==> config.mk <==
export PLATFORM = sky130hd
export DESIGN_NAME = pcileech_unlock_ctrl
export DESIGN_NICKNAME = d
export VERILOG_FILES = /design/src/rtl/pcileech_unlock_ctrl.sv
export SDC_FILE = /design/constraint.sdc
export NUM_CORES = 1
export LEC_CHECK = 0
export CORE_ASPECT_RATIO = 0.9
export CORE_MARGIN = 5
export CORE_UTILIZATION = 50
export DETAILED_ROUTE_END_ITERATION = 10
export HOLD_SLACK_MARGIN = 0.08
export PLACE_DENSITY = 0.75
export REMOVE_ABC_BUFFERS = 1
export SYNTH_ARGS = -nofsm -noshare
export SYNTH_HDL_FRONTEND = slang
export SYNTH_SLANG_ARGS = --single-unit
==> constraint.sdc <==
create_clock -name clk -period 5.36 [get_ports clk]
set_clock_uncertainty 0.2 [all_clocks]
set_input_delay 0.536 -clock clk [delete_from_list [all_inputs] [get_ports clk]]
set_output_delay 0.536 -clock clk [all_outputs]
set_load 0.02 [all_outputs]
==> src/rtl/pcileech_unlock_ctrl.sv <==
// Unlock controller for the pcileech com link: a MAGIC header arms a one-shot
// command window; repeated bad commands put the link into a timed lockout.
module pcileech_unlock_ctrl #(
  parameter logic [31:0] CODE_MAGIC     = 32'h55AAC0DE,
  parameter logic [31:0] CODE_ENABLE    = 32'h49901330,
  parameter logic [31:0] CODE_INT       = 32'h52322313,
  parameter logic [31:0] CODE_DISABLE   = 32'hF2F2D2D2,
  parameter logic [31:0] TIMEOUT_CYCLES = 32'd100000000,
  parameter logic [31:0] LOCKOUT_CYCLES = 32'd500000000,
  parameter int unsigned MAX_FAILS      = 3
) (
  input  logic        clk,
  input  logic        rst_n,
  input  logic [31:0] rx_data,
  input  logic        rx_valid,
  input  logic [3:0]  tx_be_in,
  output logic [3:0]  tx_be_out,
  output logic        activated,
  output logic        int_enable,
  output logic [1:0]  state_o,
  output logic        cmd_ack,
  output logic        cmd_err
);

  typedef enum logic [1:0] {
    S_IDLE  = 2'd0,
    S_ARMED = 2'd1,
    S_LOCK  = 2'd2
  } state_t;

  localparam logic [31:0] TO_LAST   = TIMEOUT_CYCLES - 32'd1;
  localparam logic [31:0] LOCK_LAST = LOCKOUT_CYCLES - 32'd1;
  localparam logic [1:0]  FAIL_LIM  = 2'(MAX_FAILS);

  state_t      r_state;
  logic [31:0] r_timer;
  logic [1:0]  r_fails;
  logic        r_act;
  logic        r_ie;
  logic        r_ack;
  logic        r_err;

  logic [1:0]  w_fails_inc;
  logic        w_is_cmd;

  assign w_fails_inc = (r_fails == 2'd3) ? 2'd3 : r_fails + 2'd1;
  assign w_is_cmd    = (rx_data == CODE_ENABLE) || (rx_data == CODE_INT) ||
                       (rx_data == CODE_DISABLE);

  always_ff @(posedge clk or negedge rst_n) begin
    if (!rst_n) begin
      r_state <= S_IDLE;
      r_timer <= 32'd0;
      r_fails <= 2'd0;
      r_act   <= 1'b1;
      r_ie    <= 1'b0;
      r_ack   <= 1'b0;
      r_err   <= 1'b0;
    end else begin
      r_ack <= 1'b0;
      r_err <= 1'b0;
      case (r_state)
        S_IDLE: begin
          if (rx_valid && rx_data == CODE_MAGIC) begin
            r_state <= S_ARMED;
            r_timer <= 32'd0;
          end
        end
        S_ARMED: begin
          // A valid word always wins over a coincident timeout.
          if (rx_valid) begin
            if (rx_data == CODE_MAGIC) begin
              r_timer <= 32'd0;
            end else if (w_is_cmd) begin
              if (rx_data == CODE_ENABLE) r_act <= 1'b1;
              if (rx_data == CODE_INT)    r_ie  <= 1'b1;
              if (rx_data == CODE_DISABLE) begin
                r_act <= 1'b0;
                r_ie  <= 1'b0;
              end
              r_ack   <= 1'b1;
              r_fails <= 2'd0;
              r_state <= S_IDLE;
            end else begin
              r_err   <= 1'b1;
              r_fails <= w_fails_inc;
              r_timer <= 32'd0;
              r_state <= (w_fails_inc == FAIL_LIM) ? S_LOCK : S_IDLE;
            end
          end else if (r_timer == TO_LAST) begin
            r_state <= S_IDLE;
          end else begin
            r_timer <= r_timer + 32'd1;
          end
        end
        S_LOCK: begin
          if (r_timer == LOCK_LAST) begin
            r_state <= S_IDLE;
            r_fails <= 2'd0;
          end else begin
            r_timer <= r_timer + 32'd1;
          end
        end
        default: r_state <= S_IDLE;
      endcase
    end
  end

  assign tx_be_out  = r_act ? tx_be_in : 4'b0000;
  assign activated  = r_act;
  assign int_enable = r_ie;
  assign state_o    = r_state;
  assign cmd_ack    = r_ack;
  assign cmd_err    = r_err;

endmodule

==> flow_metrics.py <==
metrics = {
    "layout": {
        "drive_gt1_share_pct": 7.928,
        "n_antenna_cell": 0,
        "fill_cells": 518,
        "area_delta_synth_final_pct": 18.86,
        "layout.nets": 435,
    },
    "hold_path": {
        "hp-class": "primary input to asynchronous set/reset pin",
    },
    "sta": {
        "setup_ws_ns": 1.657,
        "setup_viol": 0,
        "max_freq_mhz": 270.1,
        "rsz0062_at_grt": "no",
        "slew_headroom_pct": 20.87,
        "fin_crit_ns": 3.703,
        "finalHoldViolCount": 0,
        "timing.final.crit_share_pct": 69.08,
        "tns_ns": 0,
        "drv_slew": 0,
        "worst_slew_pin_slew_ns": 1.187,
    },
    "logic_synthesis": {
        "synth_edf_count": 0,
        "seq_area_frac_synth_pct": 32.69,
        "syn_area_sq_um": 3065,
        "ys_warn_count": 0,
        "ys_types": 67,
        "ys_seq_elements": 40,
        "syn_inst": 350,
        "syn_area_per_cell_sq_um": 8.758,
        "ys.flop_type": "dfrtp_1",
        "async_flop_share_pct": 100.0,
    },
    "drt": {
        "vias": 3000,
        "routed_wirelength_um": 8206,
        "wl_met2_um": 4029,
        "route.met3.wl_um": 417,
        "avgViaCountPerCell": 6.479,
        "drtIter0Drc": 181,
        "antenna_left": 0,
        "drcViolationCount": 0,
        "wire_per_inst_um": 17.72,
        "dr.pass1.iters": 4,
        "highest_layer": "met4",
        "met1_length_um": 3693,
    },
    "placement": {
        "port_buffers": 48,
        "routabilityCongestion": 0.8425,
        "place_ws_ns": 1.380,
        "dp_hpwl_um": 6068,
    },
    "pwr": {
        "power_density_nw_per_um2": 148.5,
        "p_leak_nw": 1.451,
        "vdd.ir_drop.worst_uv": 130.9,
    },
    "grt": {
        "grt-ovfl-total": 0,
        "grt_pass1_vias": 2924,
        "grt_max_degree": 41,
        "antenna_found_initial": 0,
        "track_usage_pct": 22.00,
        "grt_first_pass_wirelength_um": 14230,
    },
    "clock_network": {
        "cts-root-buf": "clkbuf_8",
        "postCtsSetupRepairBufs": 0,
        "cts_inserted_buffers": 5,
        "cts_tree": "done",
        "clock_latency_ns": 0.30,
        "clkTransAtPathRegs_ns": 0.08,
        "post_cts_resized": 0,
        "cts_max_level": 2,
        "cts.sinks": 40,
        "clockBufferDepth": 2,
        "holdBufCountCts": 0,
    },
    "worst_setup_path": {
        "cp-start-kind": "primary input",
        "crit_path_max_fanout": 28,
        "end_kind": "register",
        "worst-setup-path-type": "primary input to register",
        "worstPathArrival_ns": 3.69,
        "cp.required_ns": 5.35,
    },
    "floorplanning": {
        "die_y_um": 84.28,
        "ios": 49,
        "fp.dieArea_sq_um": 7799,
        "fp.coreArea_sq_um": 6047,
        "rows": 27,
        "die_w_um": 92.54,
        "start_util_pct": 50.69,
    },
    "status": {
        "status": "completed",
    },
    "job": {
        "max-cap-violations": 0,
    },
}
-- power breakdown --
group	switching, W	internal (W)	total [W]	leakage (nW)
combinational	0.0000193	0.0000290	0.0000483	0.943
clock	0.000103	0.0000885	0.000191	0.0410
sequential	0.0000000000700	0.000302	0.000302	0.467
-- layout by cell type, fill, tap and decap left out, drive strengths merged, types with 9 or more instances in the layout --
cell           Yosys  routed
a221oi            17      17
and2              20      20
and3               9       9
clkdlybuf4s50      0      47
dfrtp             39      39
inv               23      23
nand2             20      20
nand3             17      17
nand4             19      19
nor2              20      20
nor3              11      11
o22ai             16      16
o31ai             11      11
-- layer usage --
metal | track usage (%) | vias up
li1 | - | 1454
met1 | 29.79 | 1454
met2 | 36.10 | 86
met3 | 4.659 | 6
met4 | 5.128 | 0
met5 | 0 | -
-- per-stage QoR --
stage	utilization (%)	hold WS, ns	cell area, sq um	cells	total power, W
after floorplan	-	0.04041	2985	334	0.0003167
after global placement	58.97	0.2947	3566	456	0.0003554
after detailed placement	58.97	0.3017	3566	456	0.0003560
after CTS	60.25	0.2004	3643	463	0.0005470
after global routing	60.25	0.2429	3643	463	0.0005633
final	60.25	0.1580	3643	463	0.0005411
-- cell usage after synthesis (3+ instances only) --
cell type,count,share of area [%]
and2_1,16,3.3
a221oi_1,17,4.9
or4bb_1,3,1.1
or2_2,5,1.0
nor4_4,3,2.1
inv_1,23,2.8
nand4_1,18,3.7
o31ai_1,10,2.4
or4_1,4,0.98
nor4_1,3,0.61
nand2b_1,7,1.4
o21ai_0,4,0.65
nand3b_1,5,1.2
ha_1,5,2.0
a221o_1,3,0.98
a31oi_1,4,0.82
clkbuf_1,7,0.86
nor2_1,19,2.3
a211oi_1,7,1.7
nor2b_1,3,0.61
nor4b_1,3,0.86
nor3_1,10,1.6
or3_1,3,0.61
dfrtp_1,39,32
and3_1,9,1.8
buf_2,7,1.1
o22ai_1,16,3.3
a21oi_1,6,0.98
nand2_1,20,2.4
o2bb2ai_1,4,1.1
and2_0,4,0.82
and4_1,4,1.1
nand3_1,17,2.8
-- worst max-delay path: stages --
cell and delay (ns):
clkdlybuf4s50_1 0.58, or4bb_1 0.54, nor3_1 0.27, a22oi_2 0.13, o31ai_4 0.97, a21oi_1 0.32
a32o_1 0.35
-- area by class of cell --
class                           count  area, sq um  share of cell area (%)
Timing Repair Buffer               50        490.5                   13.46
Inverter                           23        86.33                   2.370
Tap cell                           72        90.09                   2.473
Clock inverter                      1        5.005                  0.1374
Clock buffer                        6        72.57                   1.992
Sequential cell                    40         1002                   27.51
Multi-Input combinational cell    271         1897                   52.06
-- kinds of logic after synthesis --
logic type               Yosys count  share of synthesized area, %
AND/OR/NAND/NOR                  171                         35.51
AO/OA/AOI/OAI                     91                         22.94
flip-flops                        40                         32.69
buffers and inverters             39                         5.429
adder cells (fa/ha/maj)            5                         2.041
multiplexers                       4                         1.388
-- final timing paths --
| check | startpoint | endpoint | slack [ns] | depth (start not counted) |
|---|---|---|---|---|
| min reg2reg | r_timer[31] | r_timer[31] | 0.32 | 1 |
| max in group asynchronous | rst_n | int_enable | 4.23 | 1 |
| min in group clk | r_timer[31] | r_timer[31] | 0.32 | 1 |
| min | rst_n | r_timer[6] | 0.16 | 1 |
| max reg2reg | state_o[1] | r_timer[15] | 2.20 | 7 |
| max | rx_data[0] | r_timer[3] | 1.66 | 7 |
-- state kept, by name, indices dropped and copies added (netlist names) --
name	flops
r_timer	32
state_o	2
r_fails	2
activated	1
cmd_err	1
int_enable	1
cmd_ack	1
Power figures use the tool's default switching activity.
